`src/rtl/axi_switch_arbiter.sv`:
```
// axi_switch_arbiter: round-robin owner of a shared AXI switch select.
// CS stays put until every accepted read and write has completed.
module axi_switch_arbiter #(
  parameter int NUM_SLAVE = 2,
  parameter int MAX_TXN   = 4
) (
  input  logic                 s_aclk,
  input  logic                 s_aresetn,
  input  logic [NUM_SLAVE-1:0] req_ar,
  input  logic [NUM_SLAVE-1:0] req_aw,
  input  logic                 m_axi_arvalid,
  input  logic                 m_axi_arready,
  input  logic                 m_axi_awvalid,
  input  logic                 m_axi_awready,
  input  logic                 m_axi_rvalid,
  input  logic                 m_axi_rready,
  input  logic                 m_axi_rlast,
  input  logic                 m_axi_bvalid,
  input  logic                 m_axi_bready,
  output logic [3:0]           CS,
  output logic [NUM_SLAVE-1:0] grant,
  output logic                 addr_en,
  output logic                 busy,
  output logic                 err
);

  typedef enum logic [1:0] {
    IDLE  = 2'd0,
    GRANT = 2'd1,
    DRAIN = 2'd2
  } state_t;

  state_t r_state;
  state_t w_nstate;

  logic [3:0]           r_cs;
  logic [3:0]           r_last;
  logic [NUM_SLAVE-1:0] r_grant;
  logic                 r_addr_en;
  logic                 r_busy;
  logic                 r_err;
  logic [7:0]           r_rd;
  logic [7:0]           r_wr;
  logic [7:0]           r_txn;

  logic [NUM_SLAVE-1:0] w_req;
  logic [15:0]          w_req16;
  logic                 w_ar_hs;
  logic                 w_aw_hs;
  logic                 w_rd_done;
  logic                 w_wr_done;
  logic                 w_own_req;
  logic                 w_idle_err;
  logic                 w_cnt_err;
  logic [7:0]           w_rd;
  logic [7:0]           w_wr;
  logic [7:0]           w_txn;
  logic [8:0]           w_txn_sum;
  logic                 w_found;
  logic [3:0]           w_win;
  logic [4:0]           w_idx;
  logic [3:0]           w_cs_n;
  logic [3:0]           w_last_n;
  logic [NUM_SLAVE-1:0] w_grant_n;

  assign w_req      = req_ar | req_aw;
  assign w_req16    = 16'(w_req);
  assign w_ar_hs    = m_axi_arvalid & m_axi_arready & r_addr_en;
  assign w_aw_hs    = m_axi_awvalid & m_axi_awready & r_addr_en;
  assign w_rd_done  = m_axi_rvalid & m_axi_rready & m_axi_rlast;
  assign w_wr_done  = m_axi_bvalid & m_axi_bready;
  assign w_own_req  = |(w_req & r_grant);
  assign w_idle_err = (r_state == IDLE) &&
                      ((m_axi_arvalid & m_axi_arready) ||
                       (m_axi_awvalid & m_axi_awready));

  assign CS      = r_cs;
  assign grant   = r_grant;
  assign addr_en = r_addr_en;
  assign busy    = r_busy;
  assign err     = r_err;

  // Next outstanding counts; inc and dec together cancel out
  always_comb begin
    w_cnt_err = 1'b0;
    w_rd      = r_rd;
    w_wr      = r_wr;
    if (w_ar_hs && !w_rd_done) begin
      if (r_rd != 8'hFF) w_rd = r_rd + 8'd1;
    end else if (w_rd_done && !w_ar_hs) begin
      if (r_rd == 8'd0) w_cnt_err = 1'b1;
      else              w_rd = r_rd - 8'd1;
    end
    if (w_aw_hs && !w_wr_done) begin
      if (r_wr != 8'hFF) w_wr = r_wr + 8'd1;
    end else if (w_wr_done && !w_aw_hs) begin
      if (r_wr == 8'd0) w_cnt_err = 1'b1;
      else              w_wr = r_wr - 8'd1;
    end
    w_txn_sum = {1'b0, r_txn} + {8'd0, w_ar_hs} + {8'd0, w_aw_hs};
    w_txn     = w_txn_sum[8] ? 8'hFF : w_txn_sum[7:0];
  end

  // Round-robin search starting just after the last owner
  always_comb begin
    w_found = 1'b0;
    w_win   = 4'd0;
    w_idx   = 5'd0;
    for (int i = 0; i < NUM_SLAVE; i++) begin
      w_idx = 5'(r_last) + 5'(i) + 5'd1;
      if (w_idx >= 5'(NUM_SLAVE)) w_idx = w_idx - 5'(NUM_SLAVE);
      if (!w_found && w_req16[w_idx[3:0]]) begin
        w_found = 1'b1;
        w_win   = w_idx[3:0];
      end
    end
  end

  // State register
  always_ff @(posedge s_aclk or negedge s_aresetn) begin
    if (!s_aresetn) r_state <= IDLE;
    else            r_state <= w_nstate;
  end

  // Next-state decision using post-edge counter values
  always_comb begin
    w_nstate = r_state;
    unique case (r_state)
      IDLE: begin
        if (w_found) w_nstate = GRANT;
      end
      GRANT: begin
        if (int'(w_txn) >= MAX_TXN)
          w_nstate = DRAIN;
        else if (!w_own_req)
          w_nstate = ((w_rd | w_wr) != 8'd0) ? DRAIN : IDLE;
      end
      DRAIN: begin
        if (w_rd == 8'd0 && w_wr == 8'd0) w_nstate = IDLE;
      end
      default: w_nstate = IDLE;
    endcase
  end

  // Next values of the registered outputs
  always_comb begin
    w_cs_n   = r_cs;
    w_last_n = r_last;
    if (r_state == IDLE && w_found) w_cs_n = w_win;
    if (r_state != IDLE && w_nstate == IDLE) w_last_n = r_cs;
    w_grant_n = '0;
    for (int i = 0; i < NUM_SLAVE; i++)
      w_grant_n[i] = (w_nstate != IDLE) && (w_cs_n == 4'(i));
  end

  // Output, counter and priority registers
  always_ff @(posedge s_aclk or negedge s_aresetn) begin
    if (!s_aresetn) begin
      r_cs      <= 4'd0;
      r_last    <= 4'(NUM_SLAVE - 1);
      r_grant   <= '0;
      r_addr_en <= 1'b0;
      r_busy    <= 1'b0;
      r_err     <= 1'b0;
      r_rd      <= 8'd0;
      r_wr      <= 8'd0;
      r_txn     <= 8'd0;
    end else begin
      r_cs      <= w_cs_n;
      r_last    <= w_last_n;
      r_grant   <= w_grant_n;
      r_addr_en <= (w_nstate == GRANT);
      r_busy    <= (w_nstate != IDLE);
      r_err     <= r_err | w_cnt_err | w_idle_err;
      r_rd      <= w_rd;
      r_wr      <= w_wr;
      r_txn     <= (r_state == IDLE) ? 8'd0 : w_txn;
    end
  end

endmodule

```
`config.mk`:
```
export PLATFORM = sky130hd
export DESIGN_NAME = axi_switch_arbiter
export DESIGN_NICKNAME = d
export VERILOG_FILES = /design/src/rtl/axi_switch_arbiter.sv
export SDC_FILE = /design/constraint.sdc
export NUM_CORES = 1
export LEC_CHECK = 0
export CAP_MARGIN = 10
export CORE_UTILIZATION = 54
export CTS_CLUSTER_DIAMETER = 30
export DETAILED_ROUTE_END_ITERATION = 6
export PLACE_DENSITY = 0.89
export SLEW_MARGIN = 5
export SYNTH_ARGS = -nofsm -noshare
export SYNTH_HDL_FRONTEND = slang
export SYNTH_SLANG_ARGS = --single-unit
```
`constraint.sdc`:
```
create_clock -name s_aclk -period 3.5 [get_ports s_aclk]
set_clock_uncertainty 0.15 [all_clocks]
set_input_delay 0.35 -clock s_aclk [delete_from_list [all_inputs] [get_ports s_aclk]]
set_output_delay 0.35 -clock s_aclk [all_outputs]
set_load 0.05 [all_outputs]
```
* Yosys cells after proc, flatten, opt, wreduce, memory -nomap -nowiden
Index checks and enable logic that the tools add are counted.
** Operators by class
- Add/subtract/negate cells :: 10
- Multiply operators :: 0
- Divide/modulo/power cells :: 0
- Magnitude comparators :: 5
- Equal/unequal tests :: 6
- Shift-type cells :: 0
- Multiplexer cells :: 33
- Bitwise gates (word level) :: 12
- Reduce and logical (&&, ||, !) cells :: 28
** Operator list (count)
- 2-to-1 mux 8 bit :: 10
- zero test 8 bit :: 4
- 2-to-1 mux 4 bit :: 5
- adder 8 x 1 -> 8 bit (second input constant) :: 2
- != test 8 bit (second input constant) :: 2
- subtractor 8 x 1 -> 8 bit (second input constant) :: 2
- logical AND 1 bit :: 11
- greater-or-equal comparator 5 x 2 -> 1 bit (second input constant) :: 2
- less-than comparator 4 x 5 -> 1 bit (second input constant) :: 2
- 2-to-1 mux 1 bit :: 10
- 2-to-1 mux 2 bit :: 5
- adder 8 x 1 -> 9 bit :: 1
- adder 9 x 1 -> 9 bit :: 1
- binary-select mux 1 bit (select 4 bit) :: 2
- greater-or-equal comparator 8 x 3 -> 1 bit (second input constant) :: 1
- OR 8 bit :: 1
- nonzero test 8 bit :: 1
- subtractor 4 x 2 -> 4 bit (second input constant) :: 2
- bitwise AND 1 bit :: 7
- case mux 2 bit (3 select lines) :: 1
- adder 4 x 1 -> 5 bit (second input constant) :: 1
- adder 5 x 1 -> 5 bit (second input constant) :: 1
- zero test 1 bit :: 5
- equality test 2 x 1 -> 1 bit (second input constant) :: 2
- 10 further kinds :: 13
** Storage, ports and cells
- Bits in registers :: 39
- Bits in latches :: 0
- Bits in writable memories :: 0
- Memory bits (read-only) :: 0
- Input port bits :: 15
- Output and inout port bits :: 9
- Logic and storage cells :: 104
- Memories kept :: 0

* Logic depth before layout (Yosys ltp)
- Word-level depth :: 14
- Gate-level depth with buffers :: 16
- Gate-level depth less buffers :: 13

* Least setup slack after synthesis
Ideal clock, no wire load.
- Path kind :: reg2reg
- Start :: register r_last[0]
- End :: register r_grant[0] (netlist: grant[0])
- Arrival :: 3.504 ns
- Data required time :: 3.277 ns
- Path slack :: -0.227 ns
- Stages on the path, launching flop included :: 16
- Cells stage by stage :: dfstp_2 buf_2 clkbuf_1 inv_1 ha_1 clkbuf_1 xnor2_1 inv_1 ha_1 nand3_1 o2111ai_1 a211o_1 or3_1 o21ai_0 a211oi_1 nor2b_1
** Between the ends
- Cells in the longest elaborated chain, start to end :: 13
** RTL lines
- start, declared :: RTL line 37 : logic [3:0] r_last;
- start signal, assigned :: RTL line 160 : r_last <= 4'(NUM_SLAVE - 1);
- start signal, assigned :: RTL line 170 : r_last <= w_last_n;
- adder 4 x 1 -> 5 bit * :: RTL line 110 : w_idx = 5'(r_last) + 5'(i) + 5'd1;
- parallel branches: the longest is 11 deep, another holds adder 5 x 1 -> 5 bit
- logical AND 1 bit * :: RTL line 153 : w_grant_n[i] = (w_nstate != IDLE) && (w_cs_n == 4'(i));
- via w_grant_n[0] :: RTL line 64 : logic [NUM_SLAVE-1:0] w_grant_n;
- end signal, assigned :: RTL line 171 : r_grant <= w_grant_n;
- end, declared :: RTL line 38 : logic [NUM_SLAVE-1:0] r_grant;
Mark *: on every way through the listed nets, which the timed path passes. The select of a mux whose other input is x is not followed.
A chain may end at the register's enable or synchronous reset.

* Worst setup path after layout
- Start :: register r_rd[0]
- End :: register r_last[3]
** Between the ends
- Cells in the longest elaborated chain, start to end :: 12
** RTL lines
- start, declared :: RTL line 42 : logic [7:0] r_rd;
- start signal, assigned :: RTL line 175 : r_rd <= w_rd;
- subtractor 8 x 1 -> 8 bit or zero test 8 bit (tied branches) :: RTL line 92, 91
- 2-to-1 mux 8 bit :: RTL line 91 : if (r_rd == 8'd0) w_cnt_err = 1'b1;
- 2-to-1 mux 8 bit :: RTL line 90 : end else if (w_rd_done && !w_ar_hs) begin
- 2-to-1 mux 8 bit * :: RTL line 88 : if (w_ar_hs && !w_rd_done) begin
- OR 8 bit :: RTL line 136 : w_nstate = ((w_rd | w_wr) != 8'd0) ? DRAIN : IDLE;
- nonzero test 8 bit :: RTL line 136
- 2-to-1 mux 2 bit :: RTL line 136
- 2-to-1 mux 2 bit :: RTL line 135 : else if (!w_own_req)
- 2-to-1 mux 2 bit :: RTL line 133 : if (int'(w_txn) >= MAX_TXN)
- case mux 2 bit (3 select lines) * :: RTL line 128 : unique case (r_state)
- zero test 2 bit * :: RTL line 150 : if (r_state != IDLE && w_nstate == IDLE) w_last_n = r_cs;
- logical AND 1 bit * :: RTL line 150
Every way passes the cells marked *; elsewhere a longest branch is shown, timed or not.

==> metrics.txt <==
# TYPE chip_impl_metric gauge
chip_impl_metric{name="clk_pin_slew",unit="ns"} 0.08
chip_impl_metric{name="synth_top_cell_area_share",unit=""} 0.302
chip_impl_metric{name="fmax",unit="MHz"} 301
chip_impl_metric{name="post_drt_via_cell_ratio",unit=""} 6.56
chip_impl_info{name="synth.area.top_cells",value="sky130_fd_sc_hd__dfrtp_1 (30%), sky130_fd_sc_hd__ha_1 (5.2%), sky130_fd_sc_hd__nand3_1 (4.1%), sky130_fd_sc_hd__nand2_1 (3.1%), sky130_fd_sc_hd__inv_1 (2.9%)"} 1
chip_impl_metric{name="floorplan.initialDensity",unit=""} 0.565
chip_impl_metric{name="die_area",unit="um^2"} 6140
chip_impl_metric{name="synth_edf_count",unit=""} 0
chip_impl_metric{name="grt_max_degree",unit=""} 40
chip_impl_metric{name="die_height",unit="um"} 78.4
chip_impl_metric{name="dr_total_vias",unit=""} 3117
chip_impl_metric{name="fraction_of_registers_with_async_set_or_reset_after_synthesis",unit=""} 1.00
chip_impl_info{name="hold_class",value="in -> async"} 1
chip_impl_metric{name="post-dp-hpwl",unit="um"} 5580
chip_impl_metric{name="crit_arrival",unit="ns"} 3.35
chip_impl_metric{name="syn-num-nets",unit=""} 403
chip_impl_metric{name="drt_first_iter_violations",unit=""} 231
chip_impl_info{name="synth_top_family_by_area",value="simple AND/OR/NAND/NOR gates"} 1
chip_impl_metric{name="max-cap-violations",unit=""} 0
chip_impl_metric{name="cts_buffers",unit=""} 5
chip_impl_metric{name="fill_cells",unit=""} 456
chip_impl_metric{name="drt_pass1_iterations",unit=""} 5
chip_impl_metric{name="ys_seq_area_frac",unit=""} 0.310
chip_impl_metric{name="utilization",unit=""} 0.650
chip_impl_metric{name="power_density",unit="nW/um^2"} 719
chip_impl_metric{name="ys_types",unit=""} 64
chip_impl_metric{name="adder_and_majority_cell_fraction_of_the_synthesized_area",unit=""} 0.0516
chip_impl_metric{name="final_layout_size_suffix_gt1_frac",unit=""} 0.119
chip_impl_metric{name="antenna_found_initial",unit=""} 0
chip_impl_metric{name="worst-slew-pin-transition",unit="ns"} 0.854
chip_impl_info{name="critical_path.cell_chain",value="inv_1 -> ha_1 -> or4b_4 -> o31a_1 -> or3_1 -> a311oi_1 -> nor4b_4 -> a31o_4 -> o21ai_4 -> mux2_4"} 1
chip_impl_metric{name="syn-mean-instance-area",unit="um^2"} 8.40
chip_impl_metric{name="worst_skew_late_latency",unit="ns"} 0.30
chip_impl_info{name="most_frequent_cells_in_the_layout",value="sky130_fd_sc_hd__dfrtp_1 (38), sky130_fd_sc_hd__nand3_1 (26), sky130_fd_sc_hd__nand2_1 (26), sky130_fd_sc_hd__inv_1 (24), sky130_fd_sc_hd__clkdlybuf4s50_1 (22)"} 1
chip_impl_info{name="crit_family",value="simple AND/OR/NAND/NOR gates"} 1
chip_impl_metric{name="path_buf_inv",unit=""} 1
chip_impl_metric{name="synth_xor_area_frac",unit=""} 0.0361
chip_impl_metric{name="core_area",unit="um^2"} 5570
chip_impl_metric{name="area_growth",unit="%"} 15.0
chip_impl_metric{name="replace_congestion",unit=""} 0.920
chip_impl_metric{name="drc",unit=""} 0
chip_impl_metric{name="synth_compound_gate_area_share",unit=""} 0.225
chip_impl_info{name="mostFrequentLayoutCell",value="sky130_fd_sc_hd__dfrtp_1"} 1
chip_impl_metric{name="io_pins",unit=""} 24
chip_impl_metric{name="max-slew-margin-rel",unit=""} 0.431
chip_impl_metric{name="timing.final.hold_violations",unit=""} 0
chip_impl_metric{name="synthCells",unit=""} 375
chip_impl_metric{name="gr-usage-all-layers",unit=""} 0.257
chip_impl_metric{name="min_period_over_period",unit=""} 0.949
chip_impl_metric{name="drt-wirelength-per-cell",unit="um"} 16.1
chip_impl_metric{name="required_time_of_the_critical_path",unit="ns"} 3.53
chip_impl_metric{name="row_count",unit=""} 27
chip_impl_metric{name="whs",unit="ns"} 0.00553
chip_impl_metric{name="first_pass_grt_wire_length",unit="um"} 12700
chip_impl_info{name="cpMaxStageDelayCell",value="sky130_fd_sc_hd__or4b_4"} 1
chip_impl_metric{name="first_global_vias",unit=""} 2819
chip_impl_metric{name="post_synth_and_or_nand_nor_area_fraction",unit=""} 0.290
chip_impl_metric{name="synth_area",unit="um^2"} 3150
chip_impl_metric{name="timing_max_transition_violations_final",unit=""} 0
chip_impl_metric{name="setup_violations",unit=""} 0
chip_impl_info{name="clock-root-buffer",value="sky130_fd_sc_hd__clkbuf_8"} 1
chip_impl_metric{name="count_of_input_and_output_buffers",unit=""} 23
chip_impl_metric{name="layout_min_cycle_time",unit="ns"} 3.32
chip_impl_metric{name="ys_seq_elements",unit=""} 39
chip_impl_metric{name="htree_num_levels",unit=""} 2
chip_impl_metric{name="dp_worst_setup_slack",unit="ns"} 0.00655
chip_impl_metric{name="synthMuxAreaShare",unit=""} 0.0290
chip_impl_metric{name="synth-warning-count",unit=""} 0
chip_impl_metric{name="numClockSinks",unit=""} 39
chip_impl_info{name="post-synth-top-area-cell",value="sky130_fd_sc_hd__dfrtp_1"} 1
chip_impl_metric{name="cp_slowest_stage_delay",unit="ns"} 0.47
chip_impl_metric{name="globalRouteOverflowTotal",unit=""} 0
chip_impl_metric{name="hold_buffers",unit=""} 0
chip_impl_info{name="setup.worst_path.end_class",value="register"} 1
chip_impl_metric{name="timing.final.ws_setup",unit="ns"} 0.179
chip_impl_metric{name="routed_wirelength",unit="um"} 7660
chip_impl_metric{name="leakagePower",unit="nW"} 1.47
chip_impl_metric{name="p_total",unit="mW"} 2.60
chip_impl_metric{name="diodes",unit=""} 0
chip_impl_metric{name="highest_ir_drop_seen_on_vdd",unit="V"} 0.000367
chip_impl_metric{name="path_max_fanout",unit=""} 4
chip_impl_metric{name="die_width",unit="um"} 78.4
chip_impl_info{name="crit_path_start_kind",value="register"} 1
chip_impl_info{name="timing_worst_setup_path_type",value="reg -> reg"} 1
chip_impl_info{name="result_of_the_run",value="complete, no violations"} 1
chip_impl_info{name="tritoncts",value="built"} 1
chip_impl_metric{name="antenna_left",unit=""} 0
chip_impl_metric{name="cts-root-to-sink-buffers",unit=""} 2
chip_impl_metric{name="post_layout_nets",unit=""} 430
chip_impl_info{name="synth_top_flop_cell",value="sky130_fd_sc_hd__dfrtp_1"} 1
-- sequential cells by signal, indices dropped and copies added (netlist names) --
| signal | cells |
|---|---|
| CS | 4 |
| grant | 2 |
| err | 1 |
| r_last | 4 |
| r_state | 2 |
| r_wr | 8 |
| busy | 1 |
| addr_en | 1 |
| r_rd | 8 |
| r_txn | 8 |
-- layer usage --
layer / global-route usage / routed length (um) / up-vias
met5: 0 / 0 / -
met1: 0.330 / 3270 / 1494
met3: 0.0326 / 417 / 19
met2: 0.446 / 3850 / 131
met4: 0.0815 / 119 / 0
li1: - / - / 1473
-- final timing paths --
kind | cells after the start | endpoint | slack, ns | start
setup / recovery | 10 | r_last[3] | 0.18 | r_rd[0]
hold / removal | 1 | r_wr[1] | 0.006 | s_aresetn
setup reg to reg | 10 | r_last[3] | 0.18 | r_rd[0]
hold reg to reg | 2 | err | 0.35 | err
max in group asynchronous | 1 | r_last[3] | 2.65 | s_aresetn
min in group s_aclk | 2 | err | 0.35 | err
-- layout make-up --
type,instances,area (um^2),share of cell area
multi-input cells,290,2010,0.554
well taps,72,90.1,0.0249
repair buffers,42,368,0.102
inverters,24,90.1,0.0249
flip-flops and latches,39,977,0.270
clock inverters,3,20.0,0.00553
clock buffers,5,68.8,0.0190
-- Yosys cell counts (all sizes together), types with 6 or more instances --
library cell,count
nor2b,11
nand3,26
nor4b,7
nor3,8
inv,24
o211ai,6
nand2,26
dfrtp,38
nor4,9
ha,13
nand4,9
a21oi,15
a211oi,9
and3,8
or3,9
nor2,19
clkbuf,18
nand2b,6
and2,6
xnor2,9
o21ai,16
-- cell families (layout without fill, tap and decap cells) --
| family | after synthesis | after routing |
|---|---|---|
| multiplexers | 7 | 7 |
| XOR/XNOR | 13 | 13 |
| AO/OA/AOI/OAI | 96 | 96 |
| flip-flops | 39 | 39 |
| buffers and inverters | 46 | 74 |
| adder cells (fa/ha/maj) | 13 | 13 |
| AND/OR/NAND/NOR | 161 | 161 |
-- power by group --
| group | internal [mW] | total (mW) | switching (mW) |
|---|---|---|---|
| clock | 0.139 | 0.308 | 0.169 |
| sequential | 0.597 | 0.818 | 0.221 |
| combinational | 0.649 | 1.48 | 0.829 |
| total | 1.38 | 2.60 | 1.22 |
-- worst reg2reg max path, cell delays in order (launching register included) --
cell                       delay, ns
sky130_fd_sc_hd__dfrtp_1        0.38
sky130_fd_sc_hd__inv_1          0.11
sky130_fd_sc_hd__ha_1           0.20
sky130_fd_sc_hd__or4b_4         0.47
sky130_fd_sc_hd__o31a_1         0.24
sky130_fd_sc_hd__or3_1          0.36
sky130_fd_sc_hd__a311oi_1       0.37
sky130_fd_sc_hd__nor4b_4        0.33
sky130_fd_sc_hd__a31o_4         0.22
sky130_fd_sc_hd__o21ai_4        0.08
sky130_fd_sc_hd__mux2_4         0.30
-- per-stage QoR --
step / TNS [ns] / cell area (um^2) / instances
CTS: 0 / 3600 / 473
finish: 0 / 3620 / 475
floorplan: 0 / 3170 / 375
global route: -0.0267 / 3620 / 475
detailed placement: 0 / 3510 / 465
global placement: 0 / 3510 / 465
-- timing repair --
item | 4_1_cts | 5_1_grt
setup buffers | 0 | 2
endpoints found under the setup margin | 0 | 9
gates resized for setup | 0 | 2
Power figures use the tool's default switching activity.
